`src/rtl/instruction_fetch_pkg.sv`:
```
// Shared fetch definitions: datapath widths, the end-of-program word,
// decode opcode constants, the fetch FSM encoding and the fetch payload.
package instruction_fetch_pkg;

    localparam int unsigned INST_W = 32;
    localparam int unsigned XLEN   = 64;

    // A fetched word equal to this value marks the end of the program.
    localparam logic [INST_W-1:0] HALT_INST = 32'h0000_0000;

    // Major opcodes consumed by the decode stage.
    localparam logic [6:0] OPC_LOAD   = 7'b000_0011;
    localparam logic [6:0] OPC_OP_IMM = 7'b001_0011;
    localparam logic [6:0] OPC_AUIPC  = 7'b001_0111;
    localparam logic [6:0] OPC_STORE  = 7'b010_0011;
    localparam logic [6:0] OPC_OP     = 7'b011_0011;
    localparam logic [6:0] OPC_LUI    = 7'b011_0111;
    localparam logic [6:0] OPC_BRANCH = 7'b110_0011;
    localparam logic [6:0] OPC_JALR   = 7'b110_0111;
    localparam logic [6:0] OPC_JAL    = 7'b110_1111;

    typedef enum logic {
        ST_FETCH = 1'b0,
        ST_HALT  = 1'b1
    } fetch_state_e;

    // Instruction word plus the byte address it was fetched from.
    typedef struct packed {
        logic [XLEN-1:0]   pc;
        logic [INST_W-1:0] inst;
    } fetch_pkt_t;

endpackage

```
`src/rtl/instruction_fetch_if.sv`:
```
// Fetch <-> decode bus: branch redirect request (decode -> fetch) and the
// valid/ready instruction hand-off (fetch -> decode).
//   master : fetch side   (drives out_*, receives redirect and out_ready)
//   slave  : decode side  (drives redirect and out_ready, receives out_*)
interface instruction_fetch_if;
    import instruction_fetch_pkg::*;

    logic              redirect_valid;
    logic [XLEN-1:0]   redirect_pc;
    logic              out_ready;
    logic              out_valid;
    logic [INST_W-1:0] out_inst;
    logic [XLEN-1:0]   out_pc;

    modport master (
        input  redirect_valid, redirect_pc, out_ready,
        output out_valid, out_inst, out_pc
    );

    modport slave (
        output redirect_valid, redirect_pc, out_ready,
        input  out_valid, out_inst, out_pc
    );
endinterface

```
`src/rtl/instruction_fetch_memory.sv`:
```
// instruction_memory: word-addressed instruction store.
//   clk        : write clock
//   wr_en_i    : program-load write strobe
//   wr_addr_i  : word address of the write
//   wr_data_i  : word to write
//   rd_addr_i  : word address of the combinational read
//   rd_data_c  : combinational read data (pre-write contents on a collision)
// Contents are deliberately not reset so a program survives a core reset.
module instruction_memory
    import instruction_fetch_pkg::*;
#(
    parameter  int unsigned DEPTH = 64,
    localparam int unsigned AW    = $clog2(DEPTH)
) (
    input  logic              clk,
    input  logic              wr_en_i,
    input  logic [AW-1:0]     wr_addr_i,
    input  logic [INST_W-1:0] wr_data_i,
    input  logic [AW-1:0]     rd_addr_i,
    output logic [INST_W-1:0] rd_data_c
);

    logic [INST_W-1:0] mem_q [DEPTH];

    // Program-load write port.
    always_ff @(posedge clk) begin
        if (wr_en_i) begin
            mem_q[wr_addr_i] <= wr_data_i;
        end
    end

    assign rd_data_c = mem_q[rd_addr_i];

endmodule

```
`src/rtl/instruction_fetch.sv`:
```
// instruction_fetch: PC, FETCH/HALT control, registered fetch output and
// hand-off counter in front of a combinational-read instruction memory.
//   clk, reset           : clock, synchronous active-high reset
//   fe (master)          : redirect in, out_valid/out_inst/out_pc to decode
//   halted               : state is HALT
//   fault                : sticky misaligned / out-of-range PC flag
//   inst_count           : instructions handed to decode (wrapping)
//   imem_wr_en/addr/data : program-load write port
module instruction_fetch
    import instruction_fetch_pkg::*;
#(
    parameter  int unsigned     IMEM_DEPTH = 64,
    parameter  logic [XLEN-1:0] RESET_PC   = 64'h0,
    localparam int unsigned     AW         = $clog2(IMEM_DEPTH)
) (
    input  logic                 clk,
    input  logic                 reset,
    instruction_fetch_if.master  fe,
    output logic                 halted,
    output logic                 fault,
    output logic [31:0]          inst_count,
    input  logic                 imem_wr_en,
    input  logic [AW-1:0]        imem_wr_addr,
    input  logic [INST_W-1:0]    imem_wr_data
);

    localparam logic [XLEN-1:0] PC_LIMIT = XLEN'(4 * IMEM_DEPTH);

    fetch_state_e      state_q, state_d;
    logic [XLEN-1:0]   pc_q, pc_d;
    fetch_pkt_t        out_q, out_d;
    logic              valid_q, valid_d;
    logic              fault_q, fault_d;
    logic [31:0]       count_q, count_d;

    logic [INST_W-1:0] rd_word;
    logic              xfer;
    logic              can_load;
    logic              pc_bad;

    instruction_memory #(
        .DEPTH (IMEM_DEPTH)
    ) u_imem (
        .clk       (clk),
        .wr_en_i   (imem_wr_en),
        .wr_addr_i (imem_wr_addr),
        .wr_data_i (imem_wr_data),
        .rd_addr_i (pc_q[AW+1:2]),
        .rd_data_c (rd_word)
    );

    // Next-state logic: redirect beats everything; otherwise drain/load.
    always_comb begin
        state_d  = state_q;
        pc_d     = pc_q;
        out_d    = out_q;
        valid_d  = valid_q;
        fault_d  = fault_q;
        count_d  = count_q;

        xfer     = valid_q & fe.out_ready & ~fe.redirect_valid;
        can_load = ~valid_q | fe.out_ready;
        pc_bad   = (pc_q >= PC_LIMIT) | (pc_q[1:0] != 2'b00);

        // A completed hand-off empties the output slot unless a load refills it.
        if (xfer) begin
            count_d = count_q + 32'd1;
            valid_d = 1'b0;
        end

        if (fe.redirect_valid) begin
            valid_d = 1'b0;
            if (fe.redirect_pc[1:0] != 2'b00) begin
                fault_d = 1'b1;
                state_d = ST_HALT;
            end else begin
                pc_d    = fe.redirect_pc;
                state_d = ST_FETCH;
            end
        end else if (state_q == ST_FETCH) begin
            if (pc_bad) begin
                fault_d = 1'b1;
                state_d = ST_HALT;
            end else if (can_load) begin
                // The zero word stops fetch; pc stays parked on it.
                if (rd_word == HALT_INST) begin
                    state_d = ST_HALT;
                end else begin
                    out_d.inst = rd_word;
                    out_d.pc   = pc_q;
                    valid_d    = 1'b1;
                    pc_d       = pc_q + 64'd4;
                end
            end
        end
    end

    // State and output registers.
    always_ff @(posedge clk) begin
        if (reset) begin
            state_q <= ST_FETCH;
            pc_q    <= RESET_PC;
            out_q   <= '0;
            valid_q <= 1'b0;
            fault_q <= 1'b0;
            count_q <= 32'd0;
        end else begin
            state_q <= state_d;
            pc_q    <= pc_d;
            out_q   <= out_d;
            valid_q <= valid_d;
            fault_q <= fault_d;
            count_q <= count_d;
        end
    end

    assign fe.out_valid = valid_q;
    assign fe.out_inst  = out_q.inst;
    assign fe.out_pc    = out_q.pc;
    assign halted       = (state_q == ST_HALT);
    assign fault        = fault_q;
    assign inst_count   = count_q;

endmodule

```
`src/flat_wrapper.sv`:
```
// flat-port wrapper written by rule: the top's interface ports become plain ports
module instruction_fetch_flat import instruction_fetch_pkg::*;
#(
    parameter  int unsigned     IMEM_DEPTH = 64,
    parameter  logic [XLEN-1:0] RESET_PC   = 64'h0,
    localparam int unsigned     AW         = $clog2(IMEM_DEPTH)
)
  (clk, reset, halted, fault, inst_count, imem_wr_en, imem_wr_addr, imem_wr_data, fe_redirect_valid, fe_redirect_pc, fe_out_ready, fe_out_valid, fe_out_inst, fe_out_pc);
  instruction_fetch_if fe_i ();
  input  logic clk;
  input  logic reset;
  output logic halted;
  output logic fault;
  output logic [31:0] inst_count;
  input  logic imem_wr_en;
  input  logic [AW-1:0] imem_wr_addr;
  input  logic [INST_W-1:0] imem_wr_data;
  input wire logic [$bits(fe_i.redirect_valid)-1:0] fe_redirect_valid;
  input wire logic [$bits(fe_i.redirect_pc)-1:0] fe_redirect_pc;
  input wire logic [$bits(fe_i.out_ready)-1:0] fe_out_ready;
  output wire logic [$bits(fe_i.out_valid)-1:0] fe_out_valid;
  output wire logic [$bits(fe_i.out_inst)-1:0] fe_out_inst;
  output wire logic [$bits(fe_i.out_pc)-1:0] fe_out_pc;
  assign fe_i.redirect_valid = fe_redirect_valid;
  assign fe_i.redirect_pc = fe_redirect_pc;
  assign fe_i.out_ready = fe_out_ready;
  assign fe_out_valid = fe_i.out_valid;
  assign fe_out_inst = fe_i.out_inst;
  assign fe_out_pc = fe_i.out_pc;
  instruction_fetch #(.IMEM_DEPTH(IMEM_DEPTH), .RESET_PC(RESET_PC)) u_core (.clk(clk), .reset(reset), .fe(fe_i), .halted(halted), .fault(fault), .inst_count(inst_count), .imem_wr_en(imem_wr_en), .imem_wr_addr(imem_wr_addr), .imem_wr_data(imem_wr_data));
endmodule
```
`config.mk`:
```
export PLATFORM = sky130hd
export DESIGN_NAME = instruction_fetch_flat
export DESIGN_NICKNAME = d
export VERILOG_FILES = /design/src/rtl/instruction_fetch_pkg.sv /design/src/rtl/instruction_fetch_if.sv /design/src/rtl/instruction_fetch_memory.sv /design/src/rtl/instruction_fetch.sv /design/src/flat_wrapper.sv
export SDC_FILE = /design/constraint.sdc
export NUM_CORES = 2
export LEC_CHECK = 0
export CAP_MARGIN = 30
export CORE_ASPECT_RATIO = 1.75
export CORE_MARGIN = 2
export CORE_UTILIZATION = 24
export CTS_BUF_LIST = sky130_fd_sc_hd__clkbuf_16
export CTS_CLUSTER_DIAMETER = 120
export DETAILED_ROUTE_END_ITERATION = 12
export SETUP_SLACK_MARGIN = 0.4
export SLEW_MARGIN = 20
export SYNTH_ARGS = -nofsm -noshare
export SYNTH_HDL_FRONTEND = slang
export SYNTH_SLANG_ARGS = --single-unit
```
`constraint.sdc`:
```
create_clock -name clk -period 9.1 [get_ports clk]
set_clock_uncertainty 0.2 [all_clocks]
set_input_delay 2.275 -clock clk [delete_from_list [all_inputs] [get_ports clk]]
set_output_delay 2.275 -clock clk [all_outputs]
set_load 0.01 [all_outputs]
```
# After elaboration in Yosys (flattened, before gate mapping)
# Memory sizes are Yosys's and may differ from the RTL's. A register that Yosys moved wholly into a read port is not among the register bits.
# Index checks and enable logic that the tools add are counted.
[classes] mux=25 bitwise_logic=9 addsub=2 div_mod_pow=0 shifts=0 eq_ne=5 multipliers=0 n_reduce_logical=9 magnitude_cmp=1
[op_table] op="64-bit 2-to-1 mux" count=6
[op_table] op="64-bit by 3-bit adder with 64-bit output, second input constant" count=1
[op_table] op="64-bit by 9-bit greater-or-equal comparator with 1-bit output, second input constant" count=1
[op_table] op="32-bit by 1-bit adder with 32-bit output, second input constant" count=1
[op_table] op="32-bit zero test" count=1
[op_table] op="1-bit 2-to-1 mux" count=17
[op_table] op="6-bit 2-to-1 mux" count=2
[op_table] op="5-bit AND reduction" count=2
[op_table] op="2-bit inequality test, second input constant" count=4
[op_table] op="2-bit nonzero test" count=4
[op_table] op="1-bit inverter" count=5
[op_table] op="3-bit AND reduction" count=1
[op_table] op="1-bit AND" count=2
[op_table] op="2-bit by 1-bit inequality test with 1-bit output, second input constant" count=1
[op_table] op="1-bit OR" count=2
[op_table] op="2-bit OR reduction" count=1
[word_totals] romBits=0 n_memories=1 input_bits=107 elab_cells=59 mem_bits_rw=2048 latch_bits=0 regBits=195 out_inout_bits=131
[mem_list] memory="u_core.u_imem.mem_q" words=64 word_bits=32 rd=1 rd_clocked_by_memory_dff=1 wr=1 line="instruction_fetch_memory.sv:23" rtl="logic [INST_W-1:0] mem_q [DEPTH];"

# Depth between registers and ports, before layout
[logic_depth] ltp_word=8 mapped_depth=20 mapped_depth_nobuf=10

# By module
# From an unflattened synthesis, not the netlist that was laid out.
[hier_totals] hier_cells=4173 hier_area_um2=85873.6
[modules_own_cells] module="instruction_memory" n_inst=1 cells_per_inst=3292 area_each_um2=77874.7
[modules_own_cells] module="instruction_fetch" n_inst=1 cells_per_inst=881 area_each_um2=7998.9

# Worst setup path after synthesis
# No wires, ideal clock.
[synth_timing] path_kind="input to register" start="input imem_wr_addr[5]" end="memory u_core.u_imem.mem_q[48][0] (enable)" setup_time_ns=0.461 arrival_ns=5.152 slack_ns=3.287 stages=4 path_cell_list="clkbuf_1 nand3_1 or3_1 nor3_1"
[synth_rtl] element="from (decl)" line="flat_wrapper.sv:16" rtl="input logic [AW-1:0] imem_wr_addr;"
[synth_rtl] element="to (decl)" line="instruction_fetch_memory.sv:23"
# Straight into the memory's write port.

==> out/qor.csv <==
metric,value,unit
run_status,"complete, no violations",
dp_hpwl,176000,microns
power.sequential.fraction,0.567,
global_route.usage.total,0.1472,
grt_antenna_before_repair,23,
wire_length_of_the_first_global_routing_pass,384200,microns
hold_path_class,flop to flop,
port_buffers,237,
grt.overflow.total,0,
post_cts.repair.setup_buffers,0,
tritoncts.num_buffers,185,
grt_max_degree,89,
max_cap_check_violation_count,0,
clkSinkCount,2249,
routabilityCongestion,0.8717,
leakagePower,30.07,nW
worstRegToRegCells,14,
slew_violations,0,
cts.htree.levels,4,
crit_required,9660,ps
antenna_left,0,
first_pass_iters,5,
finalPower,20.07,mW
timing.final.setup_violations,0,
cts.reportedPaths.clkPinSlew,70,ps
via_count,47610,
cp_slowest_stage_delay,850,ps
avgRoutedWirePerCell,28.68,microns
holdPathStages,2,
wirelength,281200,microns
clock-root-buffer,sky130_fd_sc_hd__clkbuf_16,
timing.slew.headroom,0.2263,
finalNetCount,5076,
post_synth_top_flop,sky130_fd_sc_hd__edfxtp_1,
io_pins,238,
setup_repair_after_global_routing_missed_its_margin,false,
worst-slew-pin-transition,1160,ps
cts-root-to-sink-buffers,4,
power.clock.fraction,0.382,
critPathCaptureType,flop,
crit_chain,buf_12 > buf_4 > mux4_2 > a32o_1 > nand2_1 > o211ai_1 > nor3_1 > nand3_1 > nor4_2 > and3_1 > nor2_4 > buf_4 > buf_16 > nor3b_2,
criticalPathCategory,flop to flop,
routed_via_density,4.856,
synth_cell_types,75,
cts_hold_buf,0,
fin_setup_tns,0,ps
drive_gt1_frac,0.1993,
power.density_cell_area,197.3,nW/um^2
power.combinational.fraction,0.051,
dieArea,367800,sq um
number_of_flops_mapped_to_enable_cells_by_yosys,2048,
syn2layout_area_growth,16.82,%
switching_share,0.2200,
fmaxAchievable,0.1546,GHz
chipWidth,459.3,microns
insertion_delay,870,ps
path_max_fanout,59,
hold_violations,0,
cp.arrival,7030,ps
avgSynthCellArea,18.84,sq um
share_of_the_clock_period_used_by_the_worst_path,0.7106,
post_synth_inst_count,4621,
first_global_vias,48090,
critical_path.slowest_cell,sky130_fd_sc_hd__dfxtp_4,
drc_errors,0,
cp-start-kind,flop,
synth.ff_latch_count,2249,
yosys_warnings,0,
rows,292,
starting_density,0.2410,
post_cts_resize_count,0,
cell_internal_pwr,15.66,mW
layoutNonFillerInstCount,9804,
worst_hold_startpoint,u_core.fe.out_inst[23],
peakVddDrop,0.1562,mV
synth-seq-area-share,0.7525,
whs,260.6,ps
fp.coreArea,361300,sq um
net-switching-power,4.417,mW
timing.critical_path.mode_cell,sky130_fd_sc_hd__buf_4,
post_synth_instance_area,87070,sq um
vertical_die_dimension,800.8,microns
first_iter_violations,5514,
syn-num-nets,4731,
cts_tree,done,
clock_period_minus_worst_slack,6467,ps
dp_cell_count,9482,
ys_async_sr_fraction,0,
[through the flow]
stage	setup WS [ps]	utilization	cell area (sq um)
after floorplan	3287	-	87070
after detailed placement	2622	0.2661	96150
final	2633	0.2815	101700
after CTS	2607	0.2814	101700
after global routing	2400	0.2815	101700
after global placement	2184	0.2651	95780
[cells in the mapped netlist, drive strengths merged, types with 5 or more instances]
| cell | instances | area, sq um |
|---|---|---|
| o2bb2ai | 12 | 105.1 |
| mux4 | 392 | 8828 |
| nand3 | 110 | 550.5 |
| a32oi | 7 | 61.31 |
| clkbuf | 103 | 386.6 |
| nand2b | 13 | 81.33 |
| or2 | 9 | 56.30 |
| nand4 | 25 | 156.4 |
| nor2 | 189 | 714.4 |
| a221oi | 12 | 105.1 |
| or4 | 7 | 52.55 |
| and3 | 29 | 181.4 |
| nor4 | 27 | 175.2 |
| o211ai | 10 | 75.07 |
| inv | 10 | 37.53 |
| o221ai | 13 | 113.9 |
| a211oi | 49 | 367.9 |
| o22ai | 59 | 369.1 |
| buf | 166 | 970.9 |
| nor2b | 26 | 162.7 |
| o21ai | 71 | 359.1 |
| nand2 | 214 | 803.3 |
| or3 | 22 | 137.6 |
| a31oi | 25 | 156.4 |
| a311oi | 7 | 67.56 |
| a2111oi | 6 | 52.55 |
| dfxtp | 201 | 4024 |
| a21oi | 122 | 610.6 |
| mux2 | 12 | 135.1 |
| mux2i | 310 | 3103 |
| nor3 | 52 | 260.3 |
| xnor2 | 5 | 43.79 |
| nor3b | 60 | 700.7 |
| xor2 | 21 | 183.9 |
| edfxtp | 2048 | 61500 |
| and2 | 12 | 75.07 |
| a22oi | 101 | 758.2 |
[layout make-up]
cell class                      instances  area [sq um]
Tap cell                             4704          5886
Multi-Input combinational cell       2090         20680
Sequential cell                      2249         65540
Fill cell                           35480        259600
Clock inverter                        133         902.1
Timing Repair Buffer                  427          4028
Clock buffer                          185          4629
Antenna cell                            3         7.507
Inverter                               13         48.80
[routing by layer]
layer  track usage  vias to the layer above  part of all wire
met2        0.2672                     2377              0.52
met4       0.09826                       20             0.076
met5             0                        -           0.00045
li1              -                    19460                 -
met3       0.02266                      659             0.070
met1        0.1561                    25090              0.34
[power groups by stage]
stage | sequential, mW | combinational (mW) | clock (mW)
2_1_floorplan | 11.6 | 0.510 | 0
3_3_place_gp | 11.6 | 0.987 | 0
3_5_place_dp | 11.6 | 1.02 | 0
4_1_cts | 11.4 | 1.02 | 7.77
5_1_grt | 11.4 | 1.07 | 8.07
6_report | 11.4 | 1.03 | 7.67
[placed cells by master, fill, tap and decap left out, types with 59 or more instances in the layout]
| cell type | netlist | final |
|---|---|---|
| sky130_fd_sc_hd__a21oi_1 | 122 | 122 |
| sky130_fd_sc_hd__a22oi_1 | 101 | 101 |
| sky130_fd_sc_hd__buf_4 | 38 | 162 |
| sky130_fd_sc_hd__clkbuf_16 | 0 | 185 |
| sky130_fd_sc_hd__clkdlybuf4s50_1 | 0 | 204 |
| sky130_fd_sc_hd__dfxtp_1 | 201 | 195 |
| sky130_fd_sc_hd__edfxtp_1 | 2048 | 2048 |
| sky130_fd_sc_hd__mux2i_1 | 310 | 309 |
| sky130_fd_sc_hd__mux4_2 | 392 | 392 |
| sky130_fd_sc_hd__nand2_1 | 214 | 214 |
| sky130_fd_sc_hd__nand3_1 | 110 | 110 |
| sky130_fd_sc_hd__nor2_1 | 187 | 123 |
| sky130_fd_sc_hd__nor2_4 | 0 | 63 |
| sky130_fd_sc_hd__o21ai_0 | 69 | 69 |
| sky130_fd_sc_hd__o22ai_1 | 59 | 59 |
[sequential cells by signal, summed over array words and instances, names as in the netlist, named ones only]
| register | flops |
|---|---|
| u_core.halted | 1 |
| u_core.pc_q | 64 |
| u_core.u_imem.mem_q | 2048 |
| u_core.fe.out_valid | 1 |
| u_core.fault | 1 |
| u_core.fe.out_pc | 64 |
| u_core.inst_count | 32 |
| u_core.fe.out_inst | 32 |
[worst paths after layout]
check	slack, ps	endpoint
worst min register to register	260	u_core.fe.out_inst[23]
worst max-delay path	2630	u_core.fe.out_pc[57]
worst max register to register	2630	u_core.fe.out_pc[57]
worst min-delay path	260	u_core.fe.out_inst[23]
[cell families after synthesis]
family          count (synthesis)  synth area share
xor+xnor                       26          0.002615
compound gates                534           0.04077
flops                        2249            0.7525
buf+inv                       282           0.01615
mux                           714            0.1386
fa+ha+maj                       3         0.0004311
simple gates                  813           0.04896
[critical path, delay by kind of cell (launching register included)]
family / cells / cell delay (ps)
buffers and inverters: 4 / 1660
flip-flops: 1 / 850
AO/OA/AOI/OAI: 2 / 370
AND/OR/NAND/NOR: 7 / 2360
multiplexers: 1 / 590
No activity file was read; power rests on OpenSTA's default activity.
